$ cat config.mk
export PLATFORM = sky130hd
export DESIGN_NAME = uart_rx_flat
export DESIGN_NICKNAME = d
export VERILOG_FILES = /design/src/rtl/uart_pkg.sv /design/src/rtl/uart_rx_if.sv /design/src/rtl/uart_rx_sync.sv /design/src/rtl/uart_rx.sv /design/src/flat_wrapper.sv
export SDC_FILE = /design/constraint.sdc
export NUM_CORES = 1
export LEC_CHECK = 0
export ABC_CLOCK_PERIOD_IN_PS = 5200
export BUFFER_PORTS_ARGS = -buffer_cell sky130_fd_sc_hd__buf_2
export CAP_MARGIN = 20
export CORE_UTILIZATION = 54
export DETAILED_ROUTE_END_ITERATION = 8
export PLACE_DENSITY = 0.75
export SETUP_SLACK_MARGIN = 0.02
export SYNTH_ARGS = -nofsm -noshare
export SYNTH_HDL_FRONTEND = slang
export SYNTH_HIERARCHICAL = 1
export SYNTH_SLANG_ARGS = --single-unit
$ cat constraint.sdc
create_clock -name i_clk -period 5.2 [get_ports i_clk]
set_clock_uncertainty 0.1 [all_clocks]
set_input_delay 0.78 -clock i_clk [delete_from_list [all_inputs] [get_ports i_clk]]
set_output_delay 0.78 -clock i_clk [all_outputs]
set_load 0.02 [all_outputs]
$ cat src/rtl/uart_pkg.sv
// Shared UART definitions: receiver state encoding, frame defaults and the
// baud-tick divider constants used by the transmitter and baud generator.
package uart_pkg;

  localparam int DEF_OVERSAMPLE = 16;
  localparam int DEF_DATA_BITS  = 8;

  localparam int CLK_HZ   = 100_000_000;
  localparam int BAUD     = 9600;
  localparam int TICK_DIV = CLK_HZ / (BAUD * DEF_OVERSAMPLE);
  localparam int TICK_DIV_W = $clog2(TICK_DIV);

  typedef enum logic [1:0] {
    IDLE  = 2'd0,
    START = 2'd1,
    DATA  = 2'd2,
    STOP  = 2'd3
  } rx_state_t;

endpackage

$ cat src/rtl/uart_rx_if.sv
// Receive-side output bundle: recovered byte, strobes and busy flag.
interface uart_rx_if #(
  parameter int DATA_BITS = uart_pkg::DEF_DATA_BITS
);

  logic [DATA_BITS-1:0] data;
  logic                 valid;
  logic                 frame_err;
  logic                 busy;

  modport master (output data, valid, frame_err, busy);
  modport slave  (input  data, valid, frame_err, busy);

endinterface

$ cat src/rtl/uart_rx_sync.sv
// Synchronizer for the serial line plus a tick-qualified falling-edge detector.
module uart_rx_sync #(
  parameter int STAGES = 2
) (
  input  logic i_clk,
  input  logic i_reset,
  input  logic i_tick,
  input  logic i_rxd,
  input  logic i_track,
  output logic rxd_s,
  output logic fall_det
);

  logic [STAGES-1:0] sync_reg;
  logic              prev_high_reg;

  generate
    for (genvar gi = 0; gi < STAGES; gi++) begin : g_sync
      logic stage_in;
      if (gi == 0) begin : g_first
        assign stage_in = i_rxd;
      end else begin : g_chain
        assign stage_in = sync_reg[gi-1];
      end
      always_ff @(posedge i_clk or negedge i_reset) begin
        if (!i_reset) sync_reg[gi] <= 1'b1;
        else          sync_reg[gi] <= stage_in;
      end
    end
  endgenerate

  assign rxd_s = sync_reg[STAGES-1];

  // Cleared in reset so a line held low through reset never looks like a start.
  always_ff @(posedge i_clk or negedge i_reset) begin
    if (!i_reset)              prev_high_reg <= 1'b0;
    else if (i_tick && i_track) prev_high_reg <= rxd_s;
  end

  assign fall_det = i_tick & prev_high_reg & ~rxd_s;

endmodule

$ cat src/rtl/uart_rx.sv
// 8N1-style UART receiver with 16x oversampling, mid-bit sampling and
// framing-error detection.
module uart_rx
  import uart_pkg::*;
#(
  parameter int OVERSAMPLE = DEF_OVERSAMPLE,
  parameter int DATA_BITS  = DEF_DATA_BITS
) (
  input  logic      i_clk,
  input  logic      i_reset,
  input  logic      i_tick,
  input  logic      i_rxd,
  uart_rx_if.master rx
);

  localparam int TW = $clog2(OVERSAMPLE);
  localparam int BW = $clog2(DATA_BITS + 1);
  localparam logic [TW-1:0] HALF = TW'(OVERSAMPLE/2 - 1);
  localparam logic [TW-1:0] LAST = TW'(OVERSAMPLE - 1);
  localparam logic [BW-1:0] LAST_BIT = BW'(DATA_BITS - 1);

  rx_state_t            state_reg, state_next;
  logic [TW-1:0]        tick_cnt_reg, tick_cnt_next;
  logic [BW-1:0]        bit_cnt_reg, bit_cnt_next;
  logic [DATA_BITS-1:0] sh_reg, sh_next;
  logic [DATA_BITS-1:0] data_reg, data_next;
  logic                 valid_reg, valid_next;
  logic                 err_reg, err_next;
  logic                 track;
  logic                 rxd_s;
  logic                 fall_det;
  logic [DATA_BITS:0]   sh_wide;

  uart_rx_sync #(.STAGES(2)) u_sync (
    .i_clk    (i_clk),
    .i_reset  (i_reset),
    .i_tick   (i_tick),
    .i_rxd    (i_rxd),
    .i_track  (track),
    .rxd_s    (rxd_s),
    .fall_det (fall_det)
  );

  assign sh_wide = {rxd_s, sh_reg};

  always_ff @(posedge i_clk or negedge i_reset) begin
    if (!i_reset) begin
      state_reg    <= IDLE;
      tick_cnt_reg <= '0;
      bit_cnt_reg  <= '0;
      sh_reg       <= '0;
      data_reg     <= '0;
      valid_reg    <= 1'b0;
      err_reg      <= 1'b0;
    end else begin
      state_reg    <= state_next;
      tick_cnt_reg <= tick_cnt_next;
      bit_cnt_reg  <= bit_cnt_next;
      sh_reg       <= sh_next;
      data_reg     <= data_next;
      valid_reg    <= valid_next;
      err_reg      <= err_next;
    end
  end

  always_comb begin
    state_next    = state_reg;
    tick_cnt_next = tick_cnt_reg;
    bit_cnt_next  = bit_cnt_reg;
    sh_next       = sh_reg;
    data_next     = data_reg;
    valid_next    = 1'b0;
    err_next      = 1'b0;
    track         = 1'b0;
    case (state_reg)
      IDLE: begin
        track = 1'b1;
        // The detection tick is the first tick of the start bit, so counting
        // resumes at 1 and the mid-bit point lands OVERSAMPLE/2-1 ticks later.
        if (fall_det) begin
          tick_cnt_next = TW'(1);
          state_next    = START;
        end
      end
      START: begin
        if (i_tick) begin
          if (tick_cnt_reg == HALF) begin
            tick_cnt_next = '0;
            bit_cnt_next  = '0;
            state_next    = rxd_s ? IDLE : DATA;
          end else begin
            tick_cnt_next = tick_cnt_reg + TW'(1);
          end
        end
      end
      DATA: begin
        if (i_tick) begin
          if (tick_cnt_reg == LAST) begin
            sh_next       = sh_wide[DATA_BITS:1];
            tick_cnt_next = '0;
            bit_cnt_next  = bit_cnt_reg + BW'(1);
            if (bit_cnt_reg == LAST_BIT) state_next = STOP;
          end else begin
            tick_cnt_next = tick_cnt_reg + TW'(1);
          end
        end
      end
      STOP: begin
        if (tick_cnt_reg == LAST) track = 1'b1;
        if (i_tick) begin
          if (tick_cnt_reg == LAST) begin
            if (rxd_s) begin
              data_next  = sh_reg;
              valid_next = 1'b1;
            end else begin
              err_next   = 1'b1;
            end
            tick_cnt_next = '0;
            state_next    = IDLE;
          end else begin
            tick_cnt_next = tick_cnt_reg + TW'(1);
          end
        end
      end
      default: state_next = IDLE;
    endcase
  end

  assign rx.data      = data_reg;
  assign rx.valid     = valid_reg;
  assign rx.frame_err = err_reg;
  assign rx.busy      = (state_reg != IDLE);

endmodule

$ cat src/flat_wrapper.sv
// flat-port wrapper written by rule: the top's interface ports become plain ports
module uart_rx_flat import uart_pkg::*;
#(
  parameter int OVERSAMPLE = DEF_OVERSAMPLE,
  parameter int DATA_BITS  = DEF_DATA_BITS
)
  (i_clk, i_reset, i_tick, i_rxd, rx_data, rx_valid, rx_frame_err, rx_busy);
  uart_rx_if #(.DATA_BITS(DATA_BITS)) rx_i ();
  input  logic i_clk;
  input  logic i_reset;
  input  logic i_tick;
  input  logic i_rxd;
  output wire logic [$bits(rx_i.data)-1:0] rx_data;
  output wire logic [$bits(rx_i.valid)-1:0] rx_valid;
  output wire logic [$bits(rx_i.frame_err)-1:0] rx_frame_err;
  output wire logic [$bits(rx_i.busy)-1:0] rx_busy;
  assign rx_data = rx_i.data;
  assign rx_valid = rx_i.valid;
  assign rx_frame_err = rx_i.frame_err;
  assign rx_busy = rx_i.busy;
  uart_rx #(.OVERSAMPLE(OVERSAMPLE), .DATA_BITS(DATA_BITS)) u_core (.i_clk(i_clk), .i_reset(i_reset), .i_tick(i_tick), .i_rxd(i_rxd), .rx(rx_i));
endmodule
==> results.json <==
{
  "synth_cells": 120,
  "worst_pin_slew_ns": 0.672,
  "ant_nets": 0,
  "grt_max_degree": 32,
  "met2_usage_pct": 32.9,
  "synth_flop_cell": "dfrtp_1",
  "drc": 0,
  "fin_nets": 150,
  "synth_area_um2": 1500,
  "clk_latency_ns": 0.32,
  "r2r-start": "u_core/state_reg[0]",
  "num_vias": 994,
  "die_x_um": 54.6,
  "place_area_um2": 1590,
  "crit_path_start_kind": "flop",
  "synth_top_area_share_pct": 48.5,
  "postSynthAreaPerCell_um2": 12.5,
  "core_um2": 2540,
  "pwr_density_cell_nw_per_um2": 394,
  "rsz0062_at_grt": "false",
  "hold_path_depth": 0,
  "busiest_layer": "met2",
  "peakVddDrop_mv": 0.297,
  "hold_end": "u_core/u_sync/rxd_s",
  "drv_cap": 0,
  "avgViaCountPerCell": 5.85,
  "post_cts_resized": 0,
  "drt-initial-drc-count": 25,
  "layout_commonest_cell": "dfrtp_1",
  "crit_fanout": 4,
  "design.die.area_um2": 2990,
  "ys_ff_latch": 31,
  "final_cell_area_um2": 1650,
  "gr-usage-met3_pct": 5.83,
  "clockRootBuffer": "clkbuf_4",
  "clockBufferDepth": 2,
  "grt_pass1_vias": 936,
  "clock.fmax_mhz": 452,
  "layout_common_cells": "dfrtp_1, mux2_2, buf_2",
  "worstSetupEndpointType": "primary output",
  "synth-edff-count": 0,
  "critPathMaxStageDelay_ns": 0.41,
  "fin_crit_ns": 2.21,
  "clkTransAtPathRegs_ns": 0.09,
  "start_util_pct": 58.8,
  "p_leak_nw": 0.864,
  "final_cells": 170,
  "n_antenna_cell": 0,
  "critPathArrivalTime_ns": 1.33,
  "tns_ns": 0,
  "cpMostUsedCell": "inv_1",
  "ys_seq_area_share_pct": 52.0,
  "io_pins": 15,
  "hold_buffers": 0,
  "antenna_found_initial": 0,
  "cts_buffers": 5,
  "period_share_pct": 42.5,
  "p_total_uw": 651,
  "detailedPlacementHpwl_um": 1810,
  "die_h_um": 54.6,
  "fin_util_pct": 64.9,
  "detailedRoute.firstPassIterationCount": 4,
  "slew_viol_final": 0,
  "crit_type": "reg2out",
  "async_reset_ff_share_pct": 100,
  "hold_viol_final": 0,
  "grt.met1_usage_pct": 29.6,
  "area_growth_syn_to_layout_pct": 10.4,
  "synthesis.nets": 131,
  "critPathBufInv": 3,
  "worstHoldStart": "u_core/u_sync/g_sync[1].stage_in",
  "ff2ff_path_depth": 6,
  "drive_gt1_share_pct": 35.0,
  "cts.htree.levels": 2,
  "finalWeightedCongestion": 0.788,
  "crit_chain": "inv_1, ha_1, inv_1, buf_2",
  "clock-sinks": 31,
  "status": "finished, final reports clean",
  "hold_path_class": "reg2reg",
  "post_cts_buffers": 0,
  "rrSetupSlack_ns": 3.01,
  "synth_top_cells_by_area": "dfrtp_1, mux2_2, ha_1, mux2i_1, dfstp_2",
  "yosys.area.top_type": "dfrtp_1",
  "finalWirelength_um": 2590,
  "track_usage_pct": 21.7,
  "dp.cells": 162,
  "rows": 18,
  "slew_headroom_pct": 55.2,
  "overflow": 0,
  "routedWlPerCell_um": 15.2,
  "crit_family": "flip-flops",
  "portBuffers": 14,
  "synth_cell_types": 37,
  "cts_tree": "yes",
  "grt_first_pass_wirelength_um": 4420,
  "crit_path_top_delay_cell": "dfrtp_1",
  "critPathRequiredTime_ns": 4.32,
  "setup_viol": 0,
  "ys_warn_count": 6
}
worst max path at each step:
| stage | start | end | depth (start not counted) |
|---|---|---|---|
| floorplan | u_core/state_reg[0] | u_core/tick_cnt_reg[3] | 7 |
| global placement | u_core/state_reg[0] | u_core/tick_cnt_reg[3] | 6 |
| detailed placement | u_core/state_reg[0] | u_core/tick_cnt_reg[3] | 6 |
| CTS | u_core/state_reg[0] | rx_busy | 4 |
| global route | u_core/state_reg[0] | u_core/tick_cnt_reg[3] | 6 |
| finish | u_core/state_reg[0] | rx_busy | 4 |
metal layers:
metal | up-vias | wire length [um] | part of all wire [%]
met5 | - | 0 | 0
met2 | 20 | 1270 | 49
met1 | 500 | 1210 | 47
met4 | 0 | 10 | 0.39
met3 | 2 | 99 | 3.8
li1 | 472 | - | -
logic make-up (layout without fill, tap and decap cells):
group / count (synthesis) / in the layout / share of synthesized area (%)
multiplexers: 23 / 23 / 17.1
AO/OA/AOI/OAI: 13 / 13 / 6.94
AND/OR/NAND/NOR: 38 / 38 / 15.5
adder cells (fa/ha/maj): 7 / 7 / 5.85
XOR/XNOR: 1 / 1 / 0.585
flip-flops: 31 / 31 / 52.0
buffers and inverters: 7 / 27 / 2.09
worst register-to-register path, cell delays in order, from the launching register on:
cell and delay [ns]:
dfrtp_1 0.43, inv_1 0.14, ha_1 0.45, and4bb_2 0.29, a211o_1 0.36, nand4_1 0.15
mux2i_1 0.20
cells in the mapped netlist (2+ instances only):
cell type  instances
inv_1              5
dfstp_2            2
nor3_1             3
nand2_1           10
nor2_1             7
nand3_1            5
and3_1             2
mux2i_1            6
o21ai_0            3
ha_1               7
dfrtp_1           29
mux2_2            16
power by group:
part | switching (mW) | internal, mW | leakage [nW]
Combinational | 0.130 | 0.0917 | 0.410
Clock | 0.0763 | 0.0655 | 0.0353
Sequential | 0.0235 | 0.264 | 0.419
metrics by stage:
stage	setup slack (ns)	hold WS, ns
5_1_grt	2.89	0.273
4_1_cts	2.99	0.270
3_3_place_gp	3.13	0.249
6_report	2.99	0.267
3_5_place_dp	3.06	0.253
2_1_floorplan	3.37	0.245
final cells by class:
cell class                 instances  area [um2]
fill                             204         893
clock buffer                       7        55.1
clock inverter                     1        5.00
timing repair buffer              14        70.1
multi-input combinational         82         687
sequential                        31         778
tap                               30        37.5
inverter                           5        18.8
(Power assumes the default switching activity.)
